--- config.mk ---
export PLATFORM = sky130hd
export DESIGN_NAME = sensor_request_controller_flat
export DESIGN_NICKNAME = d
export VERILOG_FILES = /design/src/rtl/sensor_request_controller_if.sv /design/src/rtl/sensor_request_controller.sv /design/src/flat_wrapper.sv
export SDC_FILE = /design/constraint.sdc
export NUM_CORES = 1
export LEC_CHECK = 0
export BUFFER_PORTS_ARGS = -buffer_cell sky130_fd_sc_hd__clkbuf_2
export CAP_MARGIN = 25
export CORE_ASPECT_RATIO = 1.5
export CORE_UTILIZATION = 57
export DETAILED_ROUTE_END_ITERATION = 7
export MAX_ROUTING_LAYER = met4
export PLACE_DENSITY_LB_ADDON = 0.15
export REMOVE_ABC_BUFFERS = 1
export SYNTH_ARGS = -nofsm -noshare
export SYNTH_HDL_FRONTEND = slang
export SYNTH_SLANG_ARGS = --single-unit
export TNS_END_PERCENT = 10
--- constraint.sdc ---
create_clock -name clock -period 4.39 [get_ports clock]
set_input_delay 0.2195 -clock clock [delete_from_list [all_inputs] [get_ports clock]]
set_output_delay 0.2195 -clock clock [all_outputs]
set_load 0.01 [all_outputs]
--- src/rtl/sensor_request_controller_if.sv ---
// Request/response handshake bundle for sensor_request_controller.
//   cmd_valid/cmd_ready/cmd_address/cmd_code     : command handshake (requester -> controller)
//   resp_valid/resp_ready/resp_code/resp_value   : response handshake (controller -> requester)
// The master modport is the requester side. The slave modport is the controller side.
interface sensor_request_controller_if;
  logic       cmd_valid;
  logic       cmd_ready;
  logic [7:0] cmd_address;
  logic [7:0] cmd_code;
  logic       resp_valid;
  logic       resp_ready;
  logic [7:0] resp_code;
  logic [7:0] resp_value;

  modport master (
    output cmd_valid, cmd_address, cmd_code, resp_ready,
    input  cmd_ready, resp_valid, resp_code, resp_value
  );

  modport slave (
    input  cmd_valid, cmd_address, cmd_code, resp_ready,
    output cmd_ready, resp_valid, resp_code, resp_value
  );
endinterface

--- src/rtl/sensor_request_controller.sv ---
// Sensor request controller.
// The controller accepts one command at a time and runs up to NUM_RETRIES+1
// sensor attempts. Each attempt has a reset pulse and a watchdog-bounded RUN
// phase, followed by a checksum check. Between attempts, and after a
// sensor-backed response, the sensor link is held idle for GUARD_CYCLES.
// Ports:
//   clock, reset        : rising-edge clock, synchronous active-high reset
//   bus (slave)         : cmd_* request handshake and resp_* response handshake
//   sensor_enable/reset : sensor link drive
//   sensor_address      : address latched from the accepted command
//   sensor_hold/error/done/data : sensor link status and 40-bit frame
//   busy                : high whenever the FSM is outside IDLE
module sensor_request_controller #(
  parameter int NUM_RETRIES    = 2,
  parameter int TIMEOUT_CYCLES = 5_000_000,
  parameter int GUARD_CYCLES   = 50_000_000
) (
  input  logic                        clock,
  input  logic                        reset,
  sensor_request_controller_if.slave  bus,
  output logic                        sensor_enable,
  output logic                        sensor_reset,
  output logic [7:0]                  sensor_address,
  input  logic                        sensor_hold,
  input  logic                        sensor_error,
  input  logic                        sensor_done,
  input  logic [39:0]                 sensor_data,
  output logic                        busy
);

  localparam int RUN_W   = $clog2(TIMEOUT_CYCLES + 1);
  localparam int GUARD_W = $clog2(GUARD_CYCLES + 1);
  localparam int RETRY_W = (NUM_RETRIES > 0) ? $clog2(NUM_RETRIES + 1) : 1;

  localparam logic [RUN_W-1:0]   RUN_LAST   = RUN_W'(TIMEOUT_CYCLES - 1);
  localparam logic [RUN_W-1:0]   RUN_SETTLE = RUN_W'(2);
  localparam logic [GUARD_W-1:0] GUARD_LAST = GUARD_W'(GUARD_CYCLES - 1);
  localparam logic [RETRY_W-1:0] RETRY_MAX  = RETRY_W'(NUM_RETRIES);

  localparam logic [7:0] CODE_STATUS   = 8'h01;
  localparam logic [7:0] CODE_HUMIDITY = 8'h02;
  localparam logic [7:0] CODE_TEMP     = 8'h03;
  localparam logic [7:0] RESP_STATUS   = 8'h08;
  localparam logic [7:0] RESP_HUMIDITY = 8'h09;
  localparam logic [7:0] RESP_TEMP     = 8'h0A;
  localparam logic [7:0] RESP_FAIL     = 8'h1F;
  localparam logic [7:0] RESP_INVALID  = 8'hEF;

  typedef enum logic [2:0] {IDLE, START, RUN, CHECK, RETRY, GUARD, RESPOND} state_t;

  state_t               state, state_next;
  logic [7:0]           cmd_code_q;
  logic [RETRY_W-1:0]   retry_count;
  logic [RUN_W-1:0]     run_count;
  logic [GUARD_W-1:0]   guard_count;
  logic                 guard_retry;   // GUARD leads back to START rather than IDLE
  logic                 resp_valid_q;
  logic [7:0]           resp_code_q;
  logic [7:0]           resp_value_q;
  logic [39:0]          data_q;
  logic                 cmd_ready_c;
  logic                 settled;
  logic                 sum_ok;

  function automatic logic [7:0] frame_checksum(input logic [39:0] d);
    return d[39:32] + d[31:24] + d[23:16] + d[15:8];
  endfunction

  function automatic logic code_known(input logic [7:0] c);
    return (c == CODE_STATUS) || (c == CODE_HUMIDITY) || (c == CODE_TEMP);
  endfunction

  assign settled        = (run_count >= RUN_SETTLE);
  assign sum_ok         = (frame_checksum(data_q) == data_q[7:0]);
  assign bus.cmd_ready  = cmd_ready_c;
  assign bus.resp_valid = resp_valid_q;
  assign bus.resp_code  = resp_code_q;
  assign bus.resp_value = resp_value_q;

  always_ff @(posedge clock) begin
    if (reset) state <= IDLE;
    else       state <= state_next;
  end

  always_comb begin
    state_next    = state;
    cmd_ready_c   = 1'b0;
    sensor_enable = 1'b0;
    sensor_reset  = 1'b0;
    busy          = 1'b1;
    case (state)
      IDLE: begin
        cmd_ready_c = 1'b1;
        busy        = 1'b0;
        if (bus.cmd_valid) state_next = code_known(bus.cmd_code) ? START : RESPOND;
      end
      START: begin
        sensor_enable = 1'b1;
        sensor_reset  = 1'b1;
        state_next    = RUN;
      end
      RUN: begin
        sensor_enable = 1'b1;
        // Error beats done. The watchdog fires only when nothing else happened.
        if (settled && sensor_error)                    state_next = RETRY;
        else if (settled && sensor_done && !sensor_hold) state_next = CHECK;
        else if (run_count == RUN_LAST)                 state_next = RETRY;
      end
      CHECK:   state_next = sum_ok ? RESPOND : RETRY;
      RETRY:   state_next = (retry_count < RETRY_MAX) ? GUARD : RESPOND;
      GUARD:   if (guard_count == GUARD_LAST) state_next = guard_retry ? START : IDLE;
      RESPOND: if (bus.resp_ready) state_next = code_known(cmd_code_q) ? GUARD : IDLE;
      default: state_next = IDLE;
    endcase
  end

  always_ff @(posedge clock) begin
    if (reset) begin
      sensor_address <= 8'h00;
      cmd_code_q     <= 8'h00;
      retry_count    <= '0;
      run_count      <= '0;
      guard_count    <= '0;
      guard_retry    <= 1'b0;
      resp_valid_q   <= 1'b0;
      resp_code_q    <= 8'h00;
      resp_value_q   <= 8'h00;
    end else begin
      case (state)
        IDLE: if (bus.cmd_valid) begin
          sensor_address <= bus.cmd_address;
          cmd_code_q     <= bus.cmd_code;
          retry_count    <= '0;
          if (!code_known(bus.cmd_code)) begin
            resp_valid_q <= 1'b1;
            resp_code_q  <= RESP_INVALID;
            resp_value_q <= 8'h00;
          end
        end
        START: run_count <= '0;
        RUN:   run_count <= run_count + 1'b1;
        CHECK: if (sum_ok) begin
          resp_valid_q <= 1'b1;
          case (cmd_code_q)
            CODE_HUMIDITY: begin resp_code_q <= RESP_HUMIDITY; resp_value_q <= data_q[39:32]; end
            CODE_TEMP:     begin resp_code_q <= RESP_TEMP;     resp_value_q <= data_q[23:16]; end
            default:       begin resp_code_q <= RESP_STATUS;   resp_value_q <= 8'h00;         end
          endcase
        end
        RETRY: begin
          if (retry_count < RETRY_MAX) begin
            retry_count <= retry_count + 1'b1;
            guard_retry <= 1'b1;
            guard_count <= '0;
          end else begin
            resp_valid_q <= 1'b1;
            resp_code_q  <= RESP_FAIL;
            resp_value_q <= 8'h00;
          end
        end
        GUARD: guard_count <= guard_count + 1'b1;
        RESPOND: if (bus.resp_ready) begin
          resp_valid_q <= 1'b0;
          guard_retry  <= 1'b0;
          guard_count  <= '0;
        end
        default: ;
      endcase
    end
  end

  // The frame is captured every RUN cycle, so CHECK sees the frame present when done was taken.
  always_ff @(posedge clock) begin
    if (state == RUN) data_q <= sensor_data;
  end

endmodule

--- src/flat_wrapper.sv ---
// flat-port wrapper written by rule: the top's interface ports become plain ports
module sensor_request_controller_flat 
#(
  parameter int NUM_RETRIES    = 2,
  parameter int TIMEOUT_CYCLES = 5_000_000,
  parameter int GUARD_CYCLES   = 50_000_000
)
  (clock, reset, sensor_enable, sensor_reset, sensor_address, sensor_hold, sensor_error, sensor_done, sensor_data, busy, bus_cmd_valid, bus_cmd_address, bus_cmd_code, bus_resp_ready, bus_cmd_ready, bus_resp_valid, bus_resp_code, bus_resp_value);
  sensor_request_controller_if bus_i ();
  input  logic clock;
  input  logic reset;
  output logic sensor_enable;
  output logic sensor_reset;
  output logic [7:0] sensor_address;
  input  logic sensor_hold;
  input  logic sensor_error;
  input  logic sensor_done;
  input  logic [39:0] sensor_data;
  output logic busy;
  input wire logic [$bits(bus_i.cmd_valid)-1:0] bus_cmd_valid;
  input wire logic [$bits(bus_i.cmd_address)-1:0] bus_cmd_address;
  input wire logic [$bits(bus_i.cmd_code)-1:0] bus_cmd_code;
  input wire logic [$bits(bus_i.resp_ready)-1:0] bus_resp_ready;
  output wire logic [$bits(bus_i.cmd_ready)-1:0] bus_cmd_ready;
  output wire logic [$bits(bus_i.resp_valid)-1:0] bus_resp_valid;
  output wire logic [$bits(bus_i.resp_code)-1:0] bus_resp_code;
  output wire logic [$bits(bus_i.resp_value)-1:0] bus_resp_value;
  assign bus_i.cmd_valid = bus_cmd_valid;
  assign bus_i.cmd_address = bus_cmd_address;
  assign bus_i.cmd_code = bus_cmd_code;
  assign bus_i.resp_ready = bus_resp_ready;
  assign bus_cmd_ready = bus_i.cmd_ready;
  assign bus_resp_valid = bus_i.resp_valid;
  assign bus_resp_code = bus_i.resp_code;
  assign bus_resp_value = bus_i.resp_value;
  sensor_request_controller #(.NUM_RETRIES(NUM_RETRIES), .TIMEOUT_CYCLES(TIMEOUT_CYCLES), .GUARD_CYCLES(GUARD_CYCLES)) u_core (.clock(clock), .reset(reset), .bus(bus_i), .sensor_enable(sensor_enable), .sensor_reset(sensor_reset), .sensor_address(sensor_address), .sensor_hold(sensor_hold), .sensor_error(sensor_error), .sensor_done(sensor_done), .sensor_data(sensor_data), .busy(busy));
endmodule
# Yosys cells after proc, flatten, opt, wreduce, memory -nomap -nowiden
# Cells that the tools add are included.
# op_classes
n_addsub,6
n_lt_le_gt_ge,2
n_eq_ne,23
mux,43
reduce_logical,23
# ops
operator,count
$pmux W26 S3,1
$mux W8,8
$mux W26,2
$pmux W8 S3,2
$pmux W23 S2,1
$eq A8 B2 Y1 const B,4
$add A26 B1 Y26 const B,1
$eq A26 B26 Y1 const B,1
$add A8 B8 Y8,3
$mux W3,8
$add A23 B1 Y23 const B,1
$eq A23 B23 Y1 const B,1
$ge A23 B2 Y1 const B,1
$pmux W3 S7,1
$eq A8 B1 Y1 const B,2
$pmux W8 S2,1
$mux W1,11
$eq A3 B3 Y1 const B,3
$reduce_and A3 Y1,3
$eq A8 B8 Y1,1
$mux W2,4
$ne A2 B2 Y1 const B,4
$pmux W2 S2,2
$eq A3 B2 Y1 const B,2
other kinds (19),29
# totals
register_bits,128
output_inout_bits,29
wordCells,108

# Logic depth before layout (Yosys ltp)
# Gate-level depths: netlist (run 1).
# depth
word_depth,6
depth_mapped,13
depth_no_buf,12

# Worst setup path after synthesis (run 1)
# Ideal clock, no wire load.
# synth_timing
kind,register to register
from,register u_core.data_q[9]
to,register u_core.resp_code_q[1] (netlist: u_core.bus.resp_code[1])
setup_time_ns,0.119
arrival_time_ns,3.762
required_time_ns,4.271
path_slack_ns,0.509
path_stages_with_launch,14
period_less_slack_ns,3.881
cell_sequence,edfxtp_1 > fa_1 > inv_1 > fa_1 > inv_1 > ha_1 > fa_1 > xnor2_1 > nand3_1 > or4_1 > nor4_2 > buf_2 > nand2_1 > o221a_2
# synth_between
elab_chain_cells,4
# synth_rtl
element,line_no,rtl
"start, declared",sensor_request_controller.sv:60,logic [39:0] data_q;
"start signal, assigned",sensor_request_controller.sv:174,if (state == RUN) data_q <= sensor_data;
$add A8 B8 Y8,sensor_request_controller.sv:66,return d[39:32] + d[31:24] + d[23:16] + d[15:8];
$eq A8 B8 Y1,sensor_request_controller.sv:74,assign sum_ok = (frame_checksum(data_q) == data_q[7:0]);
$ne A2 B1 Y1 (no source line),-,
$reduce_and A5 Y1 (no source line),-,
"end signal, assigned",sensor_request_controller.sv:126,resp_code_q <= 8'h00;
"end signal, assigned",sensor_request_controller.sv:136,resp_code_q <= RESP_INVALID;
"end signal, assigned",sensor_request_controller.sv:145,CODE_HUMIDITY: begin resp_code_q <= RESP_HUMIDITY; resp_value_q <= data_q[39:32]; end
"end, declared",sensor_request_controller.sv:58,logic [7:0] resp_code_q;
# No other way between the ends.
# A chain may end at the register's enable or synchronous reset.

# Worst setup path after layout (run 1)
# layout_timing
from,register u_core.data_q[17]
to,register u_core.resp_code_q[6] (netlist: u_core.bus.resp_code[6])
# layout_between
elab_chain_cells,5
# layout_rtl
element,line_no
$add A8 B8 Y8 (2 in a row),sensor_request_controller.sv:66
$eq A8 B8 Y1,sensor_request_controller.sv:74
$ne A2 B1 Y1 (no source line),-
$reduce_and A5 Y1 (no source line),-
# No other way between the ends.

==> summary.txt, run 1 <==
Worst setup path
  • Nature of the critical path startpoint: flip-flop
  • CP arrival: 4.45 ns
  • WS Path Type: reg2reg
  • CP endpoint kind: flip-flop
  • CP max FO: 10
  • Worst Path Required: 4.66 ns
  • Flop2flop setup slack: 0.21 ns

Logic synthesis
  • Post-synth cell types: 58
  • Post-synth EDFFs: 40
  • Mapped Cells: ~640
  • Top cells by area, synth: dfxtp_1 28%, edfxtp_1 20%, fa_1 4.6%, nand2_1 4.4%, nor2_1 4.2%
  • Synthesis-stage register bit count: 126
  • Yosys top cell area share: 0.283
  • Most used DFF post-synth: dfxtp_1
  • Ys async rst share: 0
  • Synth Warn #: 0
  • Seq/Total Area, Yosys: 0.481
  • Syn_area_per_cell: between 9 and 10 µm²
  • Cell taking the most area after synthesis: dfxtp_1
  • Mapped cell area: between 0.006 and 0.007 mm²

Detailed routing
  • DRC Markers: 0
  • Detailed-route wire length: 14400 µm
  • Number of DRC markers in iteration 0: 378
  • Via density: approximately 5.6
  • 1st-pass router iterations: 5
  • Wirelength per Cell: 15.7 µm
  • Detail Route Antenna Nets: 0
  • Vias: 5136

STA
  • Final WS setup: about 0.21 ns
  • Peak Freq: roughly 240 MHz
  • Max Slew Vio Count: 0
  • RSZ-0062 raised after global routing: no
  • Setup Skew: 0.00588 ns
  • Setup TNS Final: 0 ns
  • Slew @ Worst Pin: 0.979 ns
  • Worst slew margin: 0.338
  • Final setup fails: 0
  • Final Hold Violating Endpoints: 0
  • Post-route clock period utilization: 0.953
  • Final Critical Period: roughly 4.2 ns

Placement
  • Pre-CTS WS: around 0.25 ns
  • Post-DP Area: 0.00660 mm²
  • IO buf count: 91
  • Placed insts: 845
  • Routability cong.: 0.856
  • Hpwl dp: 9170 µm

Global routing
  • GRT Residual Overflow: 0
  • Largest net degree at the start of global routing: 70
  • First-pass GRT wire length: 23300 µm
  • Total track usage: 0.282
  • Number of global-route vias before repair: just over 5000
  • Initial antenna violation count: 0

Floorplan
  • IO Pins: 92
  • Die ar.: 0.0111 mm²
  • Starting Density: 0.593
  • Die Width: 86.3 µm
  • Die H: 128 µm
  • Core area: a little over 0.01 mm²
  • Row count: 45

Final layout
  • Design area: 0.00760 mm²
  • Share of cells above drive strength 1: 0.183
  • Area of the multi-input gates: ~0.0029 mm²
  • Fill cells: 764
  • Final #Nets: about 850
  • Area delta synth->final: 25.1%
  • Register area: ~0.0029 mm²
  • Final std cells w/o fill: 918
  • Ant diodes: 0

CTS
  • Insertion delay to the later sink of the worst-skew pair: around 0.42 ns
  • Root Buffer Master: clkbuf_16
  • H-Tree Depth: 4
  • CTS tree: done
  • Clock tree sinks: about 130
  • Clock Pin Slew Worst Setup and Hold Paths: 0.06 ns
  • TritonCTS Buffers: 17
  • Setup bufs post-CTS: 0
  • Clock Path Buffers: 2

Power and ir drop
  • Peak supply drop: 0.478 mV
  • Leak: 2.84 nW
  • Pwr/cell area: 628 mW/mm²

Flow run
  • Max_cap viols: 0

Status
  • Outcome: finished clean

Hold path
  • HP Class: in2reg
==> cell usage in the layout, fill, tap and decap left out, drive strengths merged, types with 13 or more instances in the layout <==
master	instances
o21ai	22
or3	13
clkbuf	108
xnor2	22
a21oi	45
inv	26
edfxtp	40
nor2	68
nand3	24
dfxtp	86
nor3	23
nor4	15
a31oi	13
xor2	14
dlygate4sd3	40
fa	14
nand2	72
==> layer usage <==
layer | part of all wire | vias to the layer above | track usage
met2 | 0.54 | 130 | 0.502
met3 | 0.039 | 28 | 0.0590
met1 | 0.39 | 2456 | 0.297
met4 | 0.027 | 0 | 0.124
li1 | - | 2522 | -
met5 | 0 | - | -
==> registers in the layout, indices dropped and copies added (netlist names) <==
signal,cells
u_core.bus.resp_valid,1
u_core.guard_retry,1
u_core.bus.resp_value,8
u_core.cmd_code_q,8
u_core.bus.resp_code,6
u_core.state,3
u_core.guard_count,26
u_core.retry_count,2
u_core.sensor_address,8
u_core.run_count,23
u_core.data_q,40
==> cells in the mapped netlist (2+ instances only) <==
library cell	n
nor4_1	11
nand2b_1	11
a21o_1	4
mux2i_1	9
o221a_2	2
ha_1	10
and4_1	3
and2_1	4
o21a_1	4
fa_1	14
a22oi_1	2
o22ai_1	2
and3_1	7
clkbuf_1	19
nor3_1	23
edfxtp_1	40
nand3b_1	2
mux2_2	2
nor2_1	68
a31oi_1	13
or4_1	6
nand4_1	12
inv_1	25
buf_4	2
nor4bb_1	2
o2111ai_1	2
nor2b_1	4
xnor2_1	22
nor4_2	3
o211ai_1	6
xor2_1	14
o21ai_0	21
or3_1	13
buf_2	10
a311oi_1	4
nand3_1	23
a21oi_1	45
nand2_1	72
dfxtp_1	86
==> through the flow <==
stage / hold slack (ns) / total power [mW] / utilization
after detailed placement: 0.398 / 3.28 / 0.644
after global placement: 0.396 / 3.21 / 0.644
after global routing: 0.0294 / 5.03 / 0.742
after CTS: 0.0207 / 4.74 / 0.741
final: 0.0286 / 4.77 / 0.742
after floorplan: 0.284 / 2.77 / -
==> power breakdown <==
part	leakage, nW	total [mW]	switching (mW)	internal [mW]
Combinational	1.49	1.79	1.05	0.740
Clock	0.281	1.42	0.531	0.889
Sequential	1.07	1.56	0.157	1.40
Total	2.84	4.77	1.74	3.03
==> repair_timing <==
| action | in CTS | in global routing |
|---|---|---|
| gates resized for setup | 0 | 1 |
| setup endpoints to repair | 0 | 1 |
| hold buffers | 40 | 0 |
| endpoints found under the hold margin | 40 | 0 |
==> final timing paths <==
path                         from                        to  cells past startpoint
max             u_core.data_q[17]   u_core.bus.resp_code[6]                     13
min            bus_cmd_address[5]  u_core.sensor_address[5]                      3
max reg2reg     u_core.data_q[17]   u_core.bus.resp_code[6]                     13
min reg2reg  u_core.cmd_code_q[5]      u_core.cmd_code_q[5]                      2
==> cell families after synthesis <==
family,count (synthesis),synth area share
compound gates,117,0.120
flops,126,0.481
mux,12,0.0204
xor+xnor,36,0.0519
simple gates,269,0.221
buf+inv,57,0.0385
fa+ha+maj,24,0.0667
==> area by class of cell <==
| class | instances | area share |
|---|---|---|
| Clock buffer | 17 | 0.0560 |
| Clock inverter | 15 | 0.0224 |
| Inverter | 25 | 0.0123 |
| Multi-Input combinational cell | 458 | 0.384 |
| Sequential cell | 126 | 0.385 |
| Tap cell | 141 | 0.0232 |
| Timing Repair Buffer | 136 | 0.118 |
==> critical path: stages, from the launching register on <==
cell      delay [ns]
edfxtp_1        0.47
fa_1            0.54
inv_1           0.05
fa_1            0.50
inv_1           0.05
ha_1            0.22
fa_1            0.47
xnor2_1         0.19
nand3_1         0.10
or4_1           0.56
nor4_2          0.42
buf_4           0.25
and2_1          0.17
nor4_1          0.05
(Power assumes the default switching activity.)
==> run 2, diff against run 1 <==
- CAP_MARGIN: 25 -> not set
- RECOVER_POWER: not set -> 50
==> summary.txt, run 2 (same netlist as run 1, synthesis figures left out) <==
Status
  • Outcome: finished clean (unchanged)

STA
  • Final setup fails: 0 (unchanged)
  • Max Slew Vio Count: 0 (unchanged)
  • Peak Freq: 239 MHz (about the same)
  • Final Critical Period: 4.18 ns (about the same)
  • Post-route clock period utilization: 0.953 (about the same)
  • Worst slew margin: 0.219 (was 0.338)
  • Hold slack: 0.0278 ns (was 0.0286 ns)
  • Slew @ Worst Pin: 1.17 ns (was 0.979 ns)
  • Final Hold Violating Endpoints: 0 (unchanged)
  • Setup TNS Final: 0 ns (unchanged)
  • Setup Skew: 0.00696 ns (was 0.00588 ns)
  • RSZ-0062 raised after global routing: no (unchanged)

Floorplan
  • Die ar.: 0.0111 mm² (unchanged)
  • IO Pins: 92 (unchanged)
  • Row count: 45 (unchanged)
  • Core area: 0.0102 mm² (unchanged)
  • Die Width: 86.3 µm (unchanged)
  • Starting Density: 0.593 (unchanged)
  • Die H: 128 µm (unchanged)

CTS
  • Insertion delay to the later sink of the worst-skew pair: 0.42 ns (about the same)
  • Setup bufs post-CTS: 0 (unchanged)
  • TritonCTS Buffers: 17 (unchanged)
  • Root Buffer Master: clkbuf_16 (unchanged)
  • CTS tree: done (unchanged)
  • H-Tree Depth: 4 (unchanged)
  • Clock Pin Slew Worst Setup and Hold Paths: 0.06 ns (about the same)
  • Clock tree sinks: 126 (unchanged)
  • Clock Path Buffers: 2 (unchanged)

Detailed routing
  • Vias: 5134 (was 5136)
  • Number of DRC markers in iteration 0: 347 (was 378)
  • 1st-pass router iterations: 4 (was 5)
  • Detailed-route wire length: 14400 µm (about the same)
  • Via density: 5.60 (was 5.59)
  • Wirelength per Cell: 15.7 µm (about the same)
  • Detail Route Antenna Nets: 0 (unchanged)
  • DRC Markers: 0 (unchanged)

Worst setup path
  • Max incr delay on CP: 0.56 ns (about the same)
  • Flop2flop setup slack: 0.21 ns (about the same)
  • CP max FO: 10 (unchanged)
  • Worst Path Required: 4.66 ns (about the same)
  • Most frequent CP cell: fa_1 (unchanged)
  • CP endpoint kind: flip-flop (unchanged)
  • Critical R2R Capture: u_core.bus.resp_code[6] (unchanged)
  • Nature of the critical path startpoint: flip-flop (unchanged)
  • Slowest CP cell: or4_1 (unchanged)
  • CP arrival: 4.45 ns (about the same)
  • Crit-path cells: fa_1, inv_1, fa_1, inv_1, ha_1, fa_1, xnor2_1, nand3_1, or4_1, nor4_2, buf_4, and2_1, nor4_1 (unchanged)
  • WS Path Type: reg2reg (unchanged)
  • Worst r2r path cells: 13 (unchanged)
  • RR Startpoint: u_core.data_q[17] (unchanged)

Hold path
  • Hold Path Sink: u_core.sensor_address[0] (was u_core.sensor_address[5])
  • HP Class: in2reg (unchanged)
  • Hold_sp: bus_cmd_address[0] (was bus_cmd_address[5])
  • Min-Delay Path Depth: 3 (unchanged)

Final layout
  • Commonest non-fill, non-tap cells in the layout: 86 x dfxtp_1, 72 x nand2_1, 68 x nor2_1, 61 x clkbuf_2, 45 x a21oi_1 (was 91 x clkbuf_2, 86 x dfxtp_1, 72 x nand2_1, 68 x nor2_1, 45 x a21oi_1)
  • Final core utilization: 0.735 (was 0.742)
  • Ant diodes: 0 (unchanged)
  • Max reg flops: 40 (unchanged)
  • Final std cells w/o fill: 917 (was 918)
  • Reg with most FFs: u_core.data_q (unchanged)
  • Area delta synth->final: 24.1% (was 25.1%)
  • Share of cells above drive strength 1: 0.140 (was 0.183)
  • Final #Nets: 850 (was 851)
  • Commonest non-fill, non-tap cell in the layout: dfxtp_1 (was clkbuf_2)
  • Top flop regs: u_core.data_q (40), u_core.guard_count (26), u_core.run_count (23) (unchanged)

Placement
  • IO buf count: 91 (unchanged)
  • Placed insts: 845 (unchanged)
  • Routability cong.: 0.856 (unchanged)
  • Hpwl dp: 9170 µm (unchanged)

Global routing
  • Total track usage: 0.282 (unchanged)
  • First-pass GRT wire length: 23300 µm (unchanged)
  • Number of global-route vias before repair: 5106 (unchanged)
  • GRT Residual Overflow: 0 (unchanged)
  • Largest net degree at the start of global routing: 70 (unchanged)
  • Initial antenna violation count: 0 (unchanged)

Power and ir drop
  • Internal: 3.01 mW (was 3.03 mW)
  • Comb power frac: 0.370 (was 0.375)
  • Register share of total power: 0.329 (was 0.327)
  • Leak: 2.72 nW (was 2.84 nW)
  • Peak supply drop: 0.479 mV (was 0.478 mV)
  • Net Sw Power: 1.73 mW (was 1.74 mW)
  • Pwr/cell area: 629 mW/mm² (was 628 mW/mm²)
  • Switching share of power: 0.365 (was 0.364)
  • Clock Power Share: 0.300 (was 0.298)

Flow run
  • Max_cap viols: 0 (unchanged)
==> run 2: changes by cell type in the layout (fill, tap and decap cells not counted) <==
| cell | before | now |
|---|---|---|
| and2_1 | 4 | 2 |
| buf_4 | 5 | 4 |
| nor4_1 | 11 | 12 |
| nand3_2 | 1 | 0 |
| clkbuf_1 | 0 | 30 |
| and2_0 | 0 | 2 |
| nand3_1 | 23 | 24 |
| nor4_4 | 1 | 0 |
| clkbuf_2 | 91 | 61 |
==> run 2: how the worst max path moves through the flow <==
stage / start / to / depth (start not counted)
detailed placement: u_core.data_q[9] / u_core.bus.resp_code[1] / 12
floorplan: u_core.data_q[9] / u_core.bus.resp_code[0] / 12
CTS: u_core.data_q[9] / u_core.bus.resp_code[0] / 12
global route: u_core.data_q[17] / u_core.bus.resp_code[2] / 13
finish: u_core.data_q[17] / u_core.bus.resp_code[6] / 13
global placement: u_core.data_q[9] / u_core.bus.resp_code[4] / 12
==> run 2: final cells by class <==
| cell class | instances | area (µm²) |
|---|---|---|
| sequential | 126 | 2920 |
| multi-input combinational | 458 | 2900 |
| fill | 789 | 2710 |
| timing repair buffer | 135 | 848 |
| clock buffer | 17 | 425 |
| tap | 141 | 176 |
| clock inverter | 15 | 170 |
| inverter | 25 | 93.8 |
==> run 2: power by group through the flow <==
| stage | Sequential, mW | Clock (mW) | Combinational, mW |
|---|---|---|---|
| 5_1_grt | 1.58 | 1.48 | 1.94 |
| 3_3_place_gp | 1.57 | 0 | 1.65 |
| 6_report | 1.56 | 1.42 | 1.76 |
| 3_5_place_dp | 1.57 | 0 | 1.71 |
| 4_1_cts | 1.55 | 1.43 | 1.76 |
| 2_1_floorplan | 1.56 | 0 | 1.21 |
==> run 2: layer usage <==
metal / GRT usage / vias to the layer above / routed length, µm
met4: 0.124 / 0 / 387
met2: 0.502 / 151 / 7780
met1: 0.297 / 2435 / 5580
met3: 0.0590 / 27 / 660
li1: - / 2521 / -
met5: - / - / 0
==> run 2: timing repair <==
| action | in CTS | in global routing |
|---|---|---|
| gates resized for setup | 0 | 1 |
| hold endpoints to repair | 40 | 0 |
| hold buffers | 40 | 0 |
| setup endpoints to repair | 0 | 1 |
==> run 2: metrics by stage <==
step | setup WS [ns] | power (mW) | cell area, µm²
after global routing | 0.0626 | 5.01 | 7540
after global placement | 0.419 | 3.21 | 6600
after floorplan | 0.243 | 2.77 | 5930
final | 0.208 | 4.74 | 7540
after CTS | 0.194 | 4.74 | 7590
after detailed placement | 0.245 | 3.28 | 6600
==> run 2: worst max-delay path: cells and delay by family (launching register included) <==
family / cells / cell delay (ns)
XOR/XNOR: 1 / 0.19
buffers and inverters: 3 / 0.35
adder cells (fa/ha/maj): 4 / 1.73
flip-flops: 1 / 0.47
AND/OR/NAND/NOR: 5 / 1.30
==> run 3, diff against run 2 <==
- CAP_MARGIN: not set -> 10
- CORE_UTILIZATION: 57 -> 52
- clock period: 4.39 -> 3.8 ns (I/O delays scaled with it)
==> summary.txt, run 3 (same netlist as run 1, synthesis figures left out) <==
Status
  • Outcome: finished clean (unchanged)

Power and ir drop
  • Peak supply drop: 0.533 mV (was 0.479 mV)
  • Switching share of power: 0.366 (was 0.365)
  • Register share of total power: 0.322 (was 0.329)
  • Comb power frac: 0.384 (was 0.370)
  • Net Sw Power: 2.04 mW (was 1.73 mW)
  • Pwr/cell area: 722 mW/mm² (was 629 mW/mm²)
  • Clock Power Share: 0.294 (was 0.300)
  • Leak: 2.81 nW (was 2.72 nW)
  • Internal: 3.54 mW (was 3.01 mW)

Detailed routing
  • Number of DRC markers in iteration 0: 226 (was 347)
  • Wirelength per Cell: 15.1 µm (was 15.7 µm)
  • Top layer in use: met4 (unchanged)
  • DRC Markers: 0 (unchanged)
  • Wl on met1: 5770 µm (was 5580 µm)
  • Met3 routed WL: 594 µm (was 660 µm)
  • Detailed-route wire length: 14200 µm (was 14400 µm)
  • WL met2: 7550 µm (was 7780 µm)
  • Via density: 5.51 (was 5.60)
  • Detail Route Antenna Nets: 0 (unchanged)
  • Vias: 5189 (was 5134)
  • 1st-pass router iterations: 5 (was 4)

Floorplan
  • Row count: 48 (was 45)
  • Die Width: 90.3 µm (was 86.3 µm)
  • Die H: 134 µm (was 128 µm)
  • IO Pins: 92 (unchanged)
  • Starting Density: 0.530 (was 0.593)
  • Core area: 0.0115 mm² (was 0.0102 mm²)
  • Die ar.: 0.0121 mm² (was 0.0111 mm²)

Worst setup path
  • Flop2flop setup slack: 0.05 ns (was 0.21 ns)
  • Nature of the critical path startpoint: flip-flop (unchanged)
  • RR Startpoint: u_core.data_q[17] (unchanged)
  • Worst r2r path cells: 13 (unchanged)
  • Max incr delay on CP: 0.53 ns (was 0.56 ns)
  • Most frequent CP cell: fa_1 (unchanged)
  • CP arrival: 4.06 ns (was 4.45 ns)
  • CP max FO: 4 (was 10)
  • Worst Path Required: 4.11 ns (was 4.66 ns)
  • Critical R2R Capture: u_core.bus.resp_code[0] (was u_core.bus.resp_code[6])
  • Crit-path cells: fa_1, inv_1, fa_1, inv_1, ha_2, fa_1, xnor2_1, nand3_1, or4_4, nor4_4, buf_4, nand2_1, o221a_2 (was fa_1, inv_1, fa_1, inv_1, ha_1, fa_1, xnor2_1, nand3_1, or4_1, nor4_2, buf_4, and2_1, nor4_1)
  • Slowest CP cell: fa_1 (was or4_1)
  • WS Path Type: reg2reg (unchanged)
  • CP endpoint kind: flip-flop (unchanged)

Flow run
  • Max_cap viols: 0 (unchanged)

STA
  • Slew @ Worst Pin: 1.13 ns (was 1.17 ns)
  • Setup Skew: 0.00648 ns (was 0.00696 ns)
  • Post-route clock period utilization: 0.987 (was 0.953)
  • Max Slew Vio Count: 0 (unchanged)
  • Peak Freq: 267 MHz (was 239 MHz)
  • Final WS setup: 0.0490 ns (was 0.208 ns)
  • Final Critical Period: 3.75 ns (was 4.18 ns)
  • Final Hold Violating Endpoints: 0 (unchanged)
  • Final setup fails: 0 (unchanged)
  • Hold slack: 0.0119 ns (was 0.0278 ns)
  • Setup TNS Final: 0 ns (unchanged)
  • RSZ-0062 raised after global routing: yes (was no)
  • Worst slew margin: 0.247 (was 0.219)

Global routing
  • Initial antenna violation count: 0 (unchanged)
  • Largest net degree at the start of global routing: 70 (unchanged)
  • Total track usage: 0.247 (was 0.282)
  • GRT Residual Overflow: 0 (unchanged)
  • Number of global-route vias before repair: 4971 (was 5106)
  • First-pass GRT wire length: 22800 µm (was 23300 µm)

Final layout
  • Commonest non-fill, non-tap cell in the layout: dfxtp_1 (unchanged)
  • Share of cells above drive strength 1: 0.146 (was 0.140)
  • Fill cells: 888 (was 789)
  • Reg with most FFs: u_core.data_q (unchanged)
  • Register area: 0.00292 mm² (unchanged)
  • Area of the multi-input gates: 0.00294 mm² (was 0.00290 mm²)
  • Final #Nets: 866 (was 850)
  • Commonest non-fill, non-tap cells in the layout: 86 x dfxtp_1, 72 x nand2_1, 68 x nor2_1, 61 x clkbuf_2, 52 x dlygate4sd3_1 (was 86 x dfxtp_1, 72 x nand2_1, 68 x nor2_1, 61 x clkbuf_2, 45 x a21oi_1)
  • Max reg flops: 40 (unchanged)
  • Ant diodes: 0 (unchanged)
  • Top flop regs: u_core.data_q (40), u_core.guard_count (26), u_core.run_count (23) (unchanged)
  • Area delta synth->final: 27.4% (was 24.1%)

Placement
  • Hpwl dp: 9320 µm (was 9170 µm)
  • IO buf count: 91 (unchanged)
  • Pre-CTS WS: -0.258 ns (was 0.245 ns)
  • Routability cong.: 0.853 (was 0.856)

CTS
  • Root Buffer Master: clkbuf_16 (unchanged)
  • H-Tree Depth: 4 (unchanged)
  • Clock tree sinks: 126 (unchanged)
  • Insertion delay to the later sink of the worst-skew pair: 0.42 ns (about the same)
  • Setup bufs post-CTS: 0 (unchanged)
  • Clock Path Buffers: 2 (unchanged)
  • CTS tree: done (unchanged)
  • TritonCTS Buffers: 17 (unchanged)
  • Clock Pin Slew Worst Setup and Hold Paths: 0.06 ns (about the same)

Hold path
  • HP Class: in2reg (unchanged)
  • Hold Path Sink: u_core.cmd_code_q[1] (was u_core.sensor_address[0])
  • Min-Delay Path Depth: 3 (unchanged)
  • Hold_sp: bus_cmd_code[1] (was bus_cmd_address[0])
==> run 3: cell types whose count changed in the layout (fill, tap and decap cells not counted), sizes merged <==
cell         change
buf              +3
clkbuf           +1
clkinv           +2
clkinvlp         -2
dlygate4sd3     +12
==> run 3: through the flow <==
step	std cells	util	power (mW)	cell area (µm²)
2_1_floorplan	609	-	3.21	5930
3_3_place_gp	858	0.579	3.79	6640
3_5_place_dp	858	0.579	3.85	6640
4_1_cts	942	0.677	5.56	7760
5_1_grt	942	0.674	5.90	7740
6_report	942	0.674	5.58	7740
==> run 3: layout make-up <==
cell class                      count  share of cell area
Multi-Input combinational cell    458               0.380
Timing Repair Buffer              151               0.129
Inverter                           25              0.0121
Clock inverter                     15              0.0222
Sequential cell                   126               0.378
Clock buffer                       17              0.0550
Tap cell                          150              0.0243
==> run 3: timing repair <==
item / CTS / global route
hold buffers: 52 / 0
pin swaps: 3 / 0
gates resized for setup: 2 / 6
gates cloned: 0 / 0
hold endpoints to repair: 52 / 0
endpoints found under the setup margin: 16 / 16
==> run 3: power by group through the flow <==
stage / sequential (mW) / clock, mW / combinational (mW)
after floorplan: 1.80 / 0 / 1.40
after global placement: 1.81 / 0 / 1.98
final: 1.80 / 1.64 / 2.14
after CTS: 1.79 / 1.66 / 2.10
after detailed placement: 1.82 / 0 / 2.02
after global routing: 1.82 / 1.70 / 2.38
==> run 3: worst max path at each step <==
stage / slack, ns / from / end / cells past startpoint
6_report: 0.05 / u_core.data_q[17] / u_core.bus.resp_code[0] / 13
5_1_grt: -0.08 / u_core.data_q[17] / u_core.bus.resp_code[0] / 13
4_1_cts: 0.009 / u_core.data_q[9] / u_core.bus.resp_code[0] / 13
3_5_place_dp: -0.26 / u_core.data_q[9] / u_core.bus.resp_value[4] / 13
3_3_place_gp: -0.17 / u_core.data_q[9] / u_core.bus.resp_code[4] / 13
2_1_floorplan: -0.35 / u_core.data_q[9] / u_core.bus.resp_code[0] / 12
==> run 3: critical path: cells and delay by family, from the launching register on <==
kind                     cells  cell delay, ns
XOR/XNOR                     1            0.12
AO/OA/AOI/OAI                1            0.27
flip-flops                   1            0.43
buffers and inverters        3            0.27
AND/OR/NAND/NOR              4            0.84
adder cells (fa/ha/maj)      4            1.72
==> run 3: routing by layer <==
layer | vias to the layer above | track usage
met1 | 2468 | 0.263
met5 | - | -
met3 | 20 | 0.0482
met2 | 145 | 0.439
met4 | 0 | 0.118
li1 | 2556 | -
